## config.mk

```make
export PLATFORM = sky130hd
export DESIGN_NAME = ps2_rx_fifo
export DESIGN_NICKNAME = d
export VERILOG_FILES = /design/src/rtl/ps2_rx_fifo.sv
export SDC_FILE = /design/constraint.sdc
export NUM_CORES = 1
export LEC_CHECK = 0
export CORE_ASPECT_RATIO = 0.8
export CORE_MARGIN = 2
export CORE_UTILIZATION = 57
export CTS_BUF_LIST = sky130_fd_sc_hd__clkbuf_4
export DETAILED_ROUTE_END_ITERATION = 10
export MAX_ROUTING_LAYER = met4
export PLACE_DENSITY_LB_ADDON = 0.25
export SLEW_MARGIN = 20
export SYNTH_ARGS = -nofsm -noshare
export SYNTH_HDL_FRONTEND = slang
export SYNTH_SLANG_ARGS = --single-unit
export TNS_END_PERCENT = 10
```

## constraint.sdc

```tcl
create_clock -name clk -period 3.1 [get_ports clk]
set_clock_uncertainty 0.05 [all_clocks]
set_input_delay 0.62 -clock clk [delete_from_list [all_inputs] [get_ports clk]]
set_output_delay 0.62 -clock clk [all_outputs]
set_load 0.01 [all_outputs]
```

## src/rtl/ps2_rx_fifo.sv

```systemverilog
// PS/2 device-to-host receiver: deframes, folds E0/F0 prefixes, queues scan codes show-ahead.
// Latency: entry visible 2 cycles after the stop-bit fall pulse; backpressure: full FIFO drops the code and sets overflow.

// Generic show-ahead FIFO, head valid combinationally from registered storage.
// Latency 1 cycle write-to-read; wr_rdy stays high when full if the head is popped in the same cycle.
module ps2_rx_fifo_q #(
  parameter int W     = 10,
  parameter int DEPTH = 4
) (
  input  logic         clk,
  input  logic         reset,
  input  logic         wr_vld,
  input  logic [W-1:0] wr_dat,
  output logic         wr_rdy,
  input  logic         rd_rdy,
  output logic         rd_vld,
  output logic [W-1:0] rd_dat,
  output logic         full
);
  localparam int AW = $clog2(DEPTH);

  logic [W-1:0] mem [DEPTH];
  logic [AW:0]  wp, rp;
  logic         empty, wr_fire, rd_fire;

  assign empty   = (wp == rp);
  assign full    = (wp[AW] != rp[AW]) && (wp[AW-1:0] == rp[AW-1:0]);
  assign rd_vld  = !empty;
  assign rd_fire = rd_rdy && !empty;
  assign wr_rdy  = !full || rd_fire;
  assign wr_fire = wr_vld && wr_rdy;
  assign rd_dat  = mem[rp[AW-1:0]];

  always_ff @(posedge clk or posedge reset) begin
    if (reset) begin
      wp <= '0;
      rp <= '0;
      for (int i = 0; i < DEPTH; i++) mem[i] <= '0;
    end else begin
      if (wr_fire) begin
        mem[wp[AW-1:0]] <= wr_dat;
        wp <= wp + {{AW{1'b0}}, 1'b1};
      end
      if (rd_fire) rp <= rp + {{AW{1'b0}}, 1'b1};
    end
  end
endmodule

// PS/2 receiver top: 2-FF sync, glitch filter on ps2_clk, frame FSM, prefix folding, FIFO.
// Latency: pin edge to visible entry at most FILTER_LEN+5 cycles; backpressure: none upstream, drops on full.
module ps2_rx_fifo #(
  parameter int FILTER_LEN = 8,
  parameter int TIMEOUT    = 100000,
  parameter int FIFO_DEPTH = 4
) (
  input  logic       clk,
  input  logic       reset,
  input  logic       ps2_clk,
  input  logic       ps2_data,
  input  logic       rd_en,
  input  logic       clr_err,
  output logic [7:0] scan_code,
  output logic       scan_break,
  output logic       scan_ext,
  output logic       fifo_empty,
  output logic       fifo_full,
  output logic       parity_err,
  output logic       frame_err,
  output logic       overflow
);
  localparam int FW = $clog2(FILTER_LEN + 1);
  localparam int TW = $clog2(TIMEOUT + 1);

  typedef enum logic [1:0] {S_IDLE, S_DATA, S_PARITY, S_STOP} state_t;

  typedef struct packed {
    logic       ext;
    logic       brk;
    logic [7:0] code;
  } scan_t;

  logic [1:0]    clk_sync, data_sync;
  logic          clk_s, data_s;
  logic          filt_clk, fall;
  logic [FW-1:0] filt_cnt;

  state_t        state, state_nxt;
  logic [2:0]    bit_cnt;
  logic [7:0]    shift;
  logic          par_bit;
  logic [TW-1:0] to_cnt;
  logic          timeout, shift_en, par_en, stop_chk;
  logic          parity_ok, frame_good, par_bad, stop_bad;

  logic          commit_vld;
  logic [7:0]    commit_code;
  logic          ext_pend, brk_pend;
  logic          push, push_rdy, ovf_evt, head_vld;
  scan_t         push_entry, head;

  assign clk_s  = clk_sync[1];
  assign data_s = data_sync[1];

  // Idle PS/2 lines are high, so sync and filter come out of reset at 1 to avoid a false fall.
  always_ff @(posedge clk or posedge reset) begin
    if (reset) begin
      clk_sync  <= 2'b11;
      data_sync <= 2'b11;
      filt_clk  <= 1'b1;
      filt_cnt  <= '0;
      fall      <= 1'b0;
    end else begin
      clk_sync  <= {clk_sync[0], ps2_clk};
      data_sync <= {data_sync[0], ps2_data};
      fall      <= 1'b0;
      if (clk_s != filt_clk) begin
        if (filt_cnt == FW'(FILTER_LEN - 1)) begin
          filt_clk <= clk_s;
          filt_cnt <= '0;
          fall     <= !clk_s;
        end else begin
          filt_cnt <= filt_cnt + 1'b1;
        end
      end else begin
        filt_cnt <= '0;
      end
    end
  end

  assign timeout = (state != S_IDLE) && !fall && (to_cnt >= TW'(TIMEOUT - 1));

  always_ff @(posedge clk or posedge reset) begin
    if (reset) state <= S_IDLE;
    else       state <= state_nxt;
  end

  always_comb begin
    state_nxt = state;
    if (timeout) begin
      state_nxt = S_IDLE;
    end else if (fall) begin
      case (state)
        S_IDLE:   if (!data_s) state_nxt = S_DATA;
        S_DATA:   if (bit_cnt == 3'd7) state_nxt = S_PARITY;
        S_PARITY: state_nxt = S_STOP;
        S_STOP:   state_nxt = S_IDLE;
        default:  state_nxt = S_IDLE;
      endcase
    end
  end

  always_comb begin
    shift_en = 1'b0;
    par_en   = 1'b0;
    stop_chk = 1'b0;
    if (fall) begin
      case (state)
        S_DATA:   shift_en = 1'b1;
        S_PARITY: par_en   = 1'b1;
        S_STOP:   stop_chk = 1'b1;
        default:  ;
      endcase
    end
  end

  always_ff @(posedge clk or posedge reset) begin
    if (reset) begin
      bit_cnt <= '0;
      shift   <= '0;
      par_bit <= 1'b0;
      to_cnt  <= '0;
    end else begin
      if (state == S_IDLE) bit_cnt <= '0;
      else if (shift_en)   bit_cnt <= bit_cnt + 1'b1;
      if (shift_en) shift   <= {data_s, shift[7:1]};
      if (par_en)   par_bit <= data_s;
      if (state == S_IDLE || fall) to_cnt <= '0;
      else if (!timeout)           to_cnt <= to_cnt + 1'b1;
    end
  end

  assign parity_ok  = ^{shift, par_bit};
  assign frame_good = stop_chk && data_s && parity_ok;
  assign par_bad    = stop_chk && !parity_ok;
  assign stop_bad   = stop_chk && !data_s;

  // Prefix folding happens one cycle after the stop bit; a discarded frame can never coincide with it.
  always_ff @(posedge clk or posedge reset) begin
    if (reset) begin
      commit_vld  <= 1'b0;
      commit_code <= '0;
      ext_pend    <= 1'b0;
      brk_pend    <= 1'b0;
    end else begin
      commit_vld <= frame_good;
      if (frame_good) commit_code <= shift;
      if (par_bad || stop_bad || timeout) begin
        ext_pend <= 1'b0;
        brk_pend <= 1'b0;
      end else if (commit_vld) begin
        if (commit_code == 8'hE0) begin
          ext_pend <= 1'b1;
        end else if (commit_code == 8'hF0) begin
          brk_pend <= 1'b1;
        end else begin
          ext_pend <= 1'b0;
          brk_pend <= 1'b0;
        end
      end
    end
  end

  assign push       = commit_vld && (commit_code != 8'hE0) && (commit_code != 8'hF0);
  assign push_entry = '{ext: ext_pend, brk: brk_pend, code: commit_code};
  assign ovf_evt    = push && !push_rdy;

  ps2_rx_fifo_q #(
    .W     ($bits(scan_t)),
    .DEPTH (FIFO_DEPTH)
  ) u_fifo (
    .clk    (clk),
    .reset  (reset),
    .wr_vld (push),
    .wr_dat (push_entry),
    .wr_rdy (push_rdy),
    .rd_rdy (rd_en),
    .rd_vld (head_vld),
    .rd_dat (head),
    .full   (fifo_full)
  );

  // Error events take priority over a simultaneous clear.
  always_ff @(posedge clk or posedge reset) begin
    if (reset) begin
      parity_err <= 1'b0;
      frame_err  <= 1'b0;
      overflow   <= 1'b0;
    end else begin
      if (par_bad)              parity_err <= 1'b1;
      else if (clr_err)         parity_err <= 1'b0;
      if (stop_bad || timeout)  frame_err  <= 1'b1;
      else if (clr_err)         frame_err  <= 1'b0;
      if (ovf_evt)              overflow   <= 1'b1;
      else if (clr_err)         overflow   <= 1'b0;
    end
  end

  assign fifo_empty = !head_vld;
  assign scan_code  = head_vld ? head.code : 8'h00;
  assign scan_break = head_vld && head.brk;
  assign scan_ext   = head_vld && head.ext;
endmodule

```

======== After elaboration in Yosys (flattened, before gate mapping) ========
Cells that the tools add are included.
Widths: inputs -> output; s select.
operators by class
  add/sub/neg operators ................... 5
  multiply operators ...................... 0
  div/mod/pow operators ................... 0
  magnitude comparators ................... 4
  equal/unequal tests ..................... 18
  shift-type cells ........................ 0
  multiplexer cells ....................... 38
  bitwise operators ....................... 2
  reductions and logical operators ........ 40
operators by type and width
  operator               number
  $bwmux 40              1
  $mux 17                2
  $mux 10                3
  $bmux 10 s2            1
  $demux 10 s2           1
  $mux 1                 20
  $add 17x1->17 const B  1
  $ge 17x17->1 const B   1
  $eq 8x8->1 const B     2
  $ne 8x8->1 const B     2
  $logic_and 1x1->1      15
  $reduce_bool 2->1      7
  $add 3x1->3 const B    3
  $ne 3x3->1 const B     3
  $reduce_xor 9->1       1
  $mux 2                 4
  $mux 4                 2
  $mux 8                 1
  $pmux 2 s4             1
  $logic_not 1->1        7
  $ge 3x3->1 const B     2
  $mux 3                 2
  $not 2->3              2
  $reduce_and 2->1       3
  other kinds (14)       20
word-level totals
  register bits after elaboration ......... 101
  latch bits .............................. 0
  memory bits (writable) .................. 0
  ROM bits ................................ 0
  bits of input ports ..................... 6
  output and inout bits ................... 15
  word-level logic and storage cells ...... 130
  memories ................................ 0

======== Depth between registers and ports, before layout ========
Gate-level depths: netlist of the first run.
  depth after elaboration ................. 8
  depth in mapped cells ................... 8
  mapped depth without buffers ............ 7

======== Modules after synthesis ========
Synthesis of the first run repeated with hierarchy kept, for this count alone.
unflattened totals
  cells, all modules ...................... 391
  area total of the unflattened synthesis .. 4962.3 um2
by module, submodules not included
  module         times used  cells an instance  area an instance (um2)  sequential area each (um2)
  ps2_rx_fifo    1           255                2740.1                  1382.6
  ps2_rx_fifo_q  1           136                2222.1                  1151.1

======== Worst setup path after synthesis of the first run ========
No wires, ideal clock.
  kind .................................... register to output
  start point ............................. register u_fifo.rp[0]
  end point ............................... output scan_code[0]
  arrival ................................. 1.376 ns
  setup slack ............................. 1.054 ns
  stages on the path, launching flop included .. 4
  buffers on the path ..................... 1
  path through ............................ dfrtp_1 -> buf_2 -> mux4_2 -> nor2b_1
on the way
  longest elaborated chain between the ends .. 5
  elaborated cells on any way between the ends .. 6
  those cells by class .................... eq/ne (1); mux (4); bitwise (1)
ends and longest elaborated chain
  element                                     line  source
  from (decl)                                 23    logic [AW:0] wp, rp;
  from (signal assigned)                      44    if (rd_fire) rp <= rp + {{AW{1'b0}}, 1'b1};
  $not 2->3 (not written as such)             32    assign rd_dat = mem[rp[AW-1:0]];
  $bmux 10 s2                                 32
  $mux 10 (not written as such) (2 in a row)  32
  $mux 8 (*)                                  249   assign scan_code = head_vld ? head.code : 8'h00;
  to (decl)                                   62    output logic [7:0] scan_code,
Every way passes the cells marked *; elsewhere a longest branch is shown, timed or not. The select of a mux whose other input is x is not followed.

======== Final worst setup path of the first run ========
  start point ............................. register u_fifo.rp[0]
  end point ............................... output scan_code[7]
The elaborated chain is that of the path after synthesis.

==> metrics.yaml, run 1 <==
globalRouteOverflowTotal: 0
cts_buffers: 9
grt_max_degree: 40
min_path_type: "register to register"
worst_slew_pin_slew_ps: 627
timing.final.crit_share: 0.935
die_height_um: 85.6
syn_nets: 402
irDropWorstVdd_mv: 0.448
ant_nets: 0
post_cts_buffers: 0
synth_top_family_by_area: "multiplexers"
cts_hold_buf: 0
cts_max_path_buffers: 2
synthAdderAreaFrac: 0.0343
antenna_found_initial: 0
p_int_uw: 1820
via_per_inst: 5.87
met2_usage: 0.347
vias: 3045
synthMuxAreaShare: 0.190
slowest_delay_ps: 540
clkPwrFrac: 0.244
synth_edf_count: 0
async_reset_ff_frac: 1.00
rsz0062_at_grt: "no"
io_buffers: 20
ys_seq_elements: 101
stdcell_count: 519
core-area_mm2: 0.00802
cp-startpoint: "u_fifo.rp[0]$_DFFE_PP0P_"
status: "finished, final reports clean"
cts_resized: 0
power.share.sequential: 0.560
pwr-share-comb: 0.196
whs_ps: 320
drc: 0
cp.required_ps: 2430
first_global_vias: 3018
dr.pass1.iters: 4
r2r-start: "u_fifo.rp[1]$_DFFE_PP0P_"
clkLatencyLatePin_ps: 480
h-tree-depth: 3
place_hpwl_mm: 5.99
ioPinCount: 21
gp_congestion: 0.874
switchingPower_uw: 841
p_leak_uw: 0.00243
postLayoutCoreUtil: 0.652
final_nets: 425
area_growth_pct: 10.3
ys_seq_area_frac: 0.534
slew_headroom: 0.581
fp.dieArea_mm2: 0.00907
avgSynthCellArea_um2: 12.4
final_common_cell: "dfrtp_1"
row_count: 29
cp-end-kind: "primary output"
synth_xor_area_frac: 0.0380
cts_root_buf: "clkbuf_4"
slew_viol_final: 0
die_x_um: 106
critPathKind: "register to primary output"
critPathSlowestCell: "mux4_2"
clk_pin_slew_ps: 170
yosys_warnings: 0
crit_family: "buffers and inverters"
grt_pass1_wl_mm: 14.8
n_antenna_cell: 0
track_usage: 0.219
path_max_fanout: 13
setup_viol: 0
switching_share: 0.316
final_cell_mix: "dfrtp_1, mux2_2, nand2_1"
syn_inst: 383
cp_cell_sequence: "buf_6, mux4_2, nor2b_1, clkdlybuf4s50_1"
syn-cell-area_mm2: 0.00474
startpoint_type: "register"
cap_violations: 0
synth-compound-area-share: 0.0659
pwr_density_cell_mw_per_mm2: 508
grtUsageMet3: 0.0524
drt_wl_total_mm: 8.51
worst_ep_arrival_time_ps: 2230
fin_crit_ps: 2900
synthSimpleGateAreaFrac: 0.113
wl_per_cell_um: 16.4
met1_usage: 0.282
numClockSinks: 101
first_iter_violations: 202
fin_tns_setup_ps: 0
hold_viol: 0
drive_above_1_share: 0.246
worst-path-buf-inv: 2
yosysUniqueCellTypes: 44
fmax_mhz: 345
start_util: 0.592
dp.cells: 503
busiest_layer: "met2"
synthFlopType: "dfrtp_1"
hold_start: "data_sync[0]$_DFF_PP1_"
cts_tree: "yes"
## synth_stat cells, types with 3 or more instances
library cell / count / area share
a21oi_1: 20 / 0.021
and3_1: 4 / 0.0053
clkbuf_1: 11 / 0.0087
dfrtp_1: 96 / 0.51
dfstp_2: 5 / 0.028
ha_1: 13 / 0.034
inv_1: 14 / 0.011
mux2_2: 50 / 0.12
mux2_4: 7 / 0.022
mux4_2: 10 / 0.047
nand2_1: 28 / 0.022
nand3_1: 9 / 0.0095
nand4_1: 3 / 0.0040
nor2_1: 11 / 0.0087
nor2b_1: 12 / 0.016
nor3_1: 3 / 0.0032
nor3b_1: 3 / 0.0047
nor4_1: 5 / 0.0066
o21ai_0: 17 / 0.018
o31ai_1: 3 / 0.0047
or2_2: 4 / 0.0053
or3_1: 7 / 0.0092
or4_1: 4 / 0.0063
xnor2_1: 14 / 0.026
xor2_1: 4 / 0.0074
## state kept, by name, summed over array words and instances, names as in the netlist
| name | count |
|---|---|
| par_bit | 1 |
| parity_err | 1 |
| ext_pend | 1 |
| commit_code | 8 |
| u_fifo.mem | 40 |
| u_fifo.wp | 3 |
| filt_cnt | 4 |
| overflow | 1 |
| clk_sync | 2 |
| data_sync | 2 |
| shift | 8 |
| brk_pend | 1 |
| commit_vld | 1 |
| to_cnt | 17 |
| frame_err | 1 |
| bit_cnt | 3 |
| filt_clk | 1 |
| state | 2 |
| u_fifo.rp | 3 |
| fall | 1 |
## final timing paths
kind | to | slack [ps] | depth (start not counted)
setup / recovery | scan_code[7] | 200 | 4
hold / removal | data_sync[1]$_DFF_PP1_ | 320 | 0
setup reg to reg | u_fifo.mem[0]$_DFFE_PP0P_ | 690 | 5
hold reg to reg | data_sync[1]$_DFF_PP1_ | 320 | 0
max in group asynchronous | clk_sync[0]$_DFF_PP1_ | 1860 | 3
min in group asynchronous | ext_pend$_DFFE_PP0P_ | 490 | 2
## per-stage QoR
stage,total power (uW),area [um2],setup slack [ps]
floorplan,1880,4750,1050
global placement,2010,5090,457
detailed placement,2030,5090,348
CTS,2670,5220,92.8
global route,2810,5230,54.8
finish,2660,5230,201
## kinds of logic (layout without fill, tap and decap cells)
| logic type | count (synthesis) | after routing |
|---|---|---|
| buffers and inverters | 28 | 56 |
| muxes | 68 | 68 |
| xor gates and xnor gates | 19 | 19 |
| and+or+nand+nor | 101 | 101 |
| adders and majority gates | 13 | 13 |
| AOI/OAI and AO/OA | 53 | 53 |
| DFF | 101 | 101 |
## power groups by stage
stage	Sequential (uW)	Combinational, uW	Clock [uW]
6_report	1490	521	647
5_1_grt	1500	595	718
4_1_cts	1490	522	661
3_5_place_dp	1510	520	0
3_3_place_gp	1500	501	0
2_1_floorplan	1490	389	0
## cell type report
type | count | area, um2
Sequential cell | 101 | 2530
Tap cell | 108 | 135
Clock inverter | 7 | 60.1
Fill cell | 615 | 2790
Clock buffer | 9 | 67.6
Inverter | 14 | 56.3
Timing Repair Buffer | 26 | 274
Multi-Input combinational cell | 254 | 2100
## routing by layer
| metal | vias up | share of wire |
|---|---|---|
| met2 | 72 | 0.48 |
| met1 | 1544 | 0.47 |
| met4 | 0 | 0.014 |
| met3 | 14 | 0.038 |
| met5 | - | 0 |
| li1 | 1415 | - |
## worst register-to-register path: stages, from the launching register on
cell and delay, ps:
dfrtp_2 520, xor2_1 190, nor4_1 430, nor2b_1 220, nand2_1 490, mux2_2 410
(Power assumes the default switching activity.)
==> inputs of run 2 (changes only) <==
Settings changed: SKIP_CTS_REPAIR_TIMING set to 1.
==> results of run 2 <==
No change in the layout: final DEF, timing and power equal those of run 1.
